--- src/rtl/vector_load_sequencer.sv ---
// vector_load_sequencer
// Takes one vector-load request from decode (word or short vector), issues
// 1/2/4 element reads to data memory, and writes each returned element into
// the WVR or SVR register file. Holds the pipeline stall line high while busy.
//
// Handshake: a memory read transfers in the cycle where mem_rd_en_o and
// mem_gnt_i are both high. While grant is low, the address and the element
// index are held. Read data arrives exactly one cycle after the transfer and
// is written into the register file in that same cycle (vrf_we_o high).
module vector_load_sequencer #(
    parameter int XLEN  = 32,
    parameter int NVREG = 8,
    parameter int REG_W = $clog2(NVREG)
) (
    input  logic             clk_i,
    input  logic             rst_i,
    input  logic             wvr_load_i,
    input  logic             svr_load_i,
    input  logic [1:0]       vl_i,
    input  logic [XLEN-1:0]  base_addr_i,
    input  logic [REG_W-1:0] vreg_dst_i,
    output logic             stall_o,
    output logic             done_o,
    output logic             err_o,
    output logic             mem_rd_en_o,
    output logic [XLEN-1:0]  mem_addr_o,
    input  logic             mem_gnt_i,
    input  logic [XLEN-1:0]  mem_rdata_i,
    output logic             vrf_we_o,
    output logic             vrf_sel_o,
    output logic [REG_W-1:0] vrf_idx_o,
    output logic [1:0]       vrf_lane_o,
    output logic [XLEN-1:0]  vrf_wdata_o,
    output logic [1:0]       dbg_state_o
);

    typedef enum logic [1:0] {
        S_IDLE  = 2'd0,
        S_ISSUE = 2'd1,
        S_DRAIN = 2'd2
    } state_t;

    state_t           state_q;
    logic             stall_q;
    logic             done_q;
    logic             err_q;
    logic             rd_en_q;
    logic [XLEN-1:0]  addr_q;
    logic [XLEN-1:0]  addr_d;
    logic [1:0]       i_q;
    logic [1:0]       i_d;
    logic [1:0]       n_last_q;
    logic [1:0]       n_last_d;
    logic             svr_q;
    logic [REG_W-1:0] dst_q;

    // Writeback-stage registers describing the element arriving this cycle
    logic             we_q;
    logic             sel_q;
    logic [REG_W-1:0] idx_q;
    logic [1:0]       lane_q;
    logic             hi_q;

    logic             req;
    logic             req_svr;
    logic             req_bad;
    logic             rd_accept;
    logic             last_read;
    logic [XLEN-1:0]  stride;

    // Request decode, reject rules and issue-side next values
    always_comb begin
        req       = wvr_load_i | svr_load_i;
        // WVR wins when both request lines are high
        req_svr   = svr_load_i & ~wvr_load_i;
        req_bad   = (vl_i == 2'b11) ||
                    (req_svr ? base_addr_i[0] : (base_addr_i[1:0] != 2'b00));
        rd_accept = rd_en_q & mem_gnt_i;
        last_read = (i_q == n_last_q);
        stride    = svr_q ? XLEN'(2) : XLEN'(4);
        addr_d    = addr_q + stride;
        i_d       = i_q + 2'd1;
        case (vl_i)
            2'b00:   n_last_d = 2'd0;
            2'b01:   n_last_d = 2'd1;
            default: n_last_d = 2'd3;
        endcase
    end

    // Sequencer FSM with registered outputs; writeback tracks accepted reads
    always_ff @(posedge clk_i) begin
        if (rst_i) begin
            state_q  <= S_IDLE;
            stall_q  <= 1'b0;
            done_q   <= 1'b0;
            err_q    <= 1'b0;
            rd_en_q  <= 1'b0;
            addr_q   <= '0;
            i_q      <= '0;
            n_last_q <= '0;
            svr_q    <= 1'b0;
            dst_q    <= '0;
            we_q     <= 1'b0;
            sel_q    <= 1'b0;
            idx_q    <= '0;
            lane_q   <= '0;
            hi_q     <= 1'b0;
        end else begin
            done_q <= 1'b0;
            err_q  <= 1'b0;
            we_q   <= rd_accept;
            if (rd_accept) begin
                lane_q <= i_q;
                hi_q   <= addr_q[1];
                idx_q  <= dst_q;
                sel_q  <= svr_q;
            end

            case (state_q)
                S_IDLE: begin
                    if (req) begin
                        if (req_bad) begin
                            err_q <= 1'b1;
                        end else begin
                            state_q  <= S_ISSUE;
                            stall_q  <= 1'b1;
                            rd_en_q  <= 1'b1;
                            svr_q    <= req_svr;
                            dst_q    <= vreg_dst_i;
                            addr_q   <= base_addr_i;
                            i_q      <= 2'd0;
                            n_last_q <= n_last_d;
                        end
                    end
                end
                S_ISSUE: begin
                    if (rd_accept) begin
                        if (last_read) begin
                            // Final element lands next cycle, in DRAIN
                            state_q <= S_DRAIN;
                            rd_en_q <= 1'b0;
                            done_q  <= 1'b1;
                        end else begin
                            addr_q <= addr_d;
                            i_q    <= i_d;
                        end
                    end
                end
                S_DRAIN: begin
                    state_q <= S_IDLE;
                    stall_q <= 1'b0;
                end
                default: begin
                    state_q <= S_IDLE;
                    stall_q <= 1'b0;
                    rd_en_q <= 1'b0;
                end
            endcase
        end
    end

    // Element data: word passes through, short takes the addressed half
    always_comb begin
        vrf_wdata_o = '0;
        if (we_q) begin
            if (sel_q) begin
                vrf_wdata_o = {{(XLEN-16){1'b0}},
                               (hi_q ? mem_rdata_i[31:16] : mem_rdata_i[15:0])};
            end else begin
                vrf_wdata_o = mem_rdata_i;
            end
        end
    end

    assign stall_o     = stall_q;
    assign done_o      = done_q;
    assign err_o       = err_q;
    assign mem_rd_en_o = rd_en_q;
    assign mem_addr_o  = addr_q;
    assign vrf_we_o    = we_q;
    assign vrf_sel_o   = sel_q;
    assign vrf_idx_o   = idx_q;
    assign vrf_lane_o  = lane_q;
    assign dbg_state_o = state_q;

endmodule

--- config.mk ---
export PLATFORM = sky130hd
export DESIGN_NAME = vector_load_sequencer
export DESIGN_NICKNAME = d
export VERILOG_FILES = /design/src/rtl/vector_load_sequencer.sv
export SDC_FILE = /design/constraint.sdc
export NUM_CORES = 1
export LEC_CHECK = 0
export CAP_MARGIN = 10
export CORE_MARGIN = 5
export CORE_UTILIZATION = 30
export CTS_CLUSTER_DIAMETER = 200
export DETAILED_ROUTE_END_ITERATION = 10
export PLACE_DENSITY_LB_ADDON = 0.3
export SKIP_LAST_GASP = 1
export SYNTH_ARGS = -nofsm -noshare
export SYNTH_HDL_FRONTEND = slang
export SYNTH_SLANG_ARGS = --single-unit
--- constraint.sdc ---
create_clock -name clk_i -period 2.51 [get_ports clk_i]
set_input_delay 0.502 -clock clk_i [delete_from_list [all_inputs] [get_ports clk_i]]
set_output_delay 0.502 -clock clk_i [all_outputs]
set_load 0.1 [all_outputs]
==> results.md <==
- Outcome: finished, final reports clean
- CP Launch Type: input port
- Dpl cells: 724
- Die area: approximately 14000 um^2
- Min setup slack post-route: 0.08831 ns
- Later-pin clock latency in the skew report: approximately 0.30 ns
- Top post-synthesis cells by area: dfxtp_1 (32%), nand2_1 (8.2%), a21oi_1 (5.9%)
- Netlist cell types: 60
- Core Area: 10980 um^2
- Pre-CTS setup slack: -0.3321 ns
- Crit path from: vl_i[0]
- GPL Wtd Cong: between 0.8 and 0.9
- GR Util All Layers: ~18%
- Number of synthesized flops with an enable pin: 0
- Ports: 151
- PortBufs: 150
- Synth Warn #: 0
- Cell accounting for the most synthesized area: dfxtp_1
- Drt first pass iters: 5
- Post-CTS Setup Inserts: 0
- CTS H-tree depth: 2
- Pwr/cell area: about 450 nW/um^2
- Hold WC Path Type: flip-flop to flip-flop
- Mapped Cells: 448
- Root Buffer: clkbuf_16
- Top delay family on crit path: buffers and inverters
- CP peak stage delay: 0.42 ns
- Hold Vio Cnt, Final: 0
- Fin cells: 732
- Starting density of the core: 30.88%
- Antenna cell count: 0
- Setup Skew: 0.004805 ns
- Worst IR drop on VDD: about 0.42 mV
- CTS sink cnt: 54
- Vias post-DR: 3901
- Critical-path cell list: clkdlybuf4s50_1 > a21o_1 > a2111oi_4 > buf_4 > or2_1 > buf_12 > o21ai_0 > nor4_1
- Asr flop ratio synth: 0%
- Top FF cell, synth: dfxtp_1
- Combinational fraction of design power: 32.3%
- Crit path buf inv count: 3
- Slew HR: between 40% and 50%
- Final Max Tran Viols: 0
- Clock Path Buffers: 2
- Average cell area after synthesis: 7.571 um^2
- Crit path kind: input port to flip-flop
- Int Pwr: 1.566 mW
- Initial antenna violation count: 0
- Worst-margin pin slew: 0.8353 ns
- Slowest-stage cell, CP: clkdlybuf4s50_1
- Post-DRT Antenna Nets: 0
- Switch share: 37.44%
- Final period util: between 90% and 100%
- Routed length per instance: 16.66 um
- Critical path fanouts, max: 30
- Final setup fails: 0
- Number of global-route vias before repair: 3891
- Largest net degree at the start of global routing: 46
- CTS tree: built
- Tot Pwr: 2.504 mW
- Syn Std Cell Area: 3392 um^2
- Grt ovf: 0
- Max Cap Viol: 0
- Vias per std cell: between 5 and 6
- Die Height: 116.3 um
- WP data required: 2.71 ns
- Total Wirelength: around 12000 um
- RSZ-0062 raised after global routing: false
- Post-synth top area share: a little under a third
- HPWL Detailed: ~9400 um
- Synthesis-stage register bit count: 54
- Nets: roughly 670
- Area growth syn-to-layout: 64.99%
- Clk slew on worst S/H paths: 0.08 ns
- First-pass GRT wire length: 19400 um
- CP arrival: roughly 2.6 ns
- Sequential area share after synthesis: a little under a third
- Post-synthesis net count: 525
- Cell Rows: 38
- Total CTS buffers: 5
- Peak Freq: 0.4129 GHz
- Share of cells above drive strength 1: between 20% and 30%
- Shortest period the worst path allows: 2.422 ns
- Setup crit end kind: flip-flop
- Switch Pwr: 937.4 uW
- Leak: 2.065 nW
- Reg power frac: between 30% and 40%
- Hold path start: dst_q[2]
- Die X: between 100 and 150 um
- Clk pwr share: 29.3%
- Residual DRC: 0
- Worst r2r src: svr_q
- FILL cells: 1044
- Initial drt markers: 297
[metrics by stage]
| step | hold slack, ns | area, um^2 | utilization (%) | TNS (ns) |
|---|---|---|---|---|
| floorplan | 0.4313 | 3572 | - | 0 |
| global placement | 0.4415 | 5439 | 49.52 | -2.742 |
| detailed placement | 0.4436 | 5439 | 49.52 | -5.178 |
| CTS | 0.4542 | 5595 | 50.95 | 0 |
| global route | 0.4690 | 5597 | 50.96 | 0 |
| finish | 0.4516 | 5597 | 50.96 | 0 |
[layout make-up]
| type | instances | area, um^2 | share of cell area [%] |
|---|---|---|---|
| clock buffer | 5 | 125.1 | 2.236 |
| sequential | 54 | 1120 | 20.01 |
| multi-input combinational | 349 | 2228 | 39.82 |
| inverter | 8 | 30.03 | 0.5366 |
| timing repair buffer | 173 | 1889 | 33.76 |
| tap | 140 | 175.2 | 3.130 |
| clock inverter | 3 | 28.78 | 0.5142 |
[state kept, by name (all words and copies together), names as in the netlist, 2 cells and up]
register	flops
mem_addr_o	32
vrf_lane_o	2
dst_q	3
dbg_state_o	2
n_last_q	2
i_q	2
vrf_idx_o	3
[worst reg2reg max path, cell delays in order (launching register included)]
cell and delay [ns]:
dfxtp_2 0.36, ha_1 0.20, inv_1 0.06, fa_1 0.42, and3b_1 0.27, nand2_1 0.11
buf_4 0.20, nor4_2 0.29, mux2i_1 0.22, o21ai_0 0.10
[synth_stat cells (9+ instances only)]
| library cell | n |
|---|---|
| a21oi_1 | 40 |
| o21ai_0 | 23 |
| a21boi_0 | 16 |
| nand2_1 | 74 |
| dfxtp_1 | 54 |
| nor4_1 | 10 |
| and2_1 | 22 |
| clkbuf_1 | 22 |
| nor3_1 | 9 |
| nand3_1 | 16 |
| a211oi_1 | 14 |
| nor2_1 | 24 |
[layer usage]
layer	up-vias	wire length, um	track usage (%)	share of wire (%)
met3	30	938	2.591	7.7
met5	-	0	0	0
met1	1784	5429	23.55	45
met2	171	5458	28.18	45
met4	0	365	7.193	3.0
li1	1916	-	-	-
[timing repair]
action                                  CTS  global route
gates cloned                              0             0
hold buffers                              0             0
endpoints found under the setup margin    1             1
gates resized for setup                   1             1
[power groups by stage]
stage               sequential [mW]  combinational, mW  clock (mW)
finish                        0.961              0.809       0.735
global route                  0.969              0.853       0.783
CTS                           0.960              0.813       0.751
floorplan                      1.23              0.273           0
detailed placement            0.980              0.810           0
global placement              0.978              0.801           0
[cell families after synthesis]
group                      synth area share, %
xor gates and xnor gates                0.7748
adders and majority gates                1.328
DFF                                      31.87
muxes                                    2.066
buffers and inverters                    6.824
and+or+nand+nor                          29.18
AOI/OAI and AO/OA                        27.96
[worst paths after layout]
check | slack (ns) | cells after the start | endpoint
min reg2reg | 0.45 | 2 | vrf_idx_o[2]
min | 0.45 | 2 | vrf_idx_o[2]
max reg2reg | 0.14 | 9 | mem_addr_o[31]
max | 0.09 | 8 | mem_addr_o[21]
[layout by cell type (no fill, tap or decap), types with 14 or more instances in the layout]
master           instances
dfxtp_1                 29
nand2_1                 74
buf_4                   67
buf_12                  33
nand3_1                 16
clkdlybuf4s50_1         72
a211oi_1                14
a21oi_1                 40
dfxtp_2                 22
nor2_1                  23
o21ai_0                 23
and2_1                  22
Note: power is estimated with default switching activity, not from simulation.
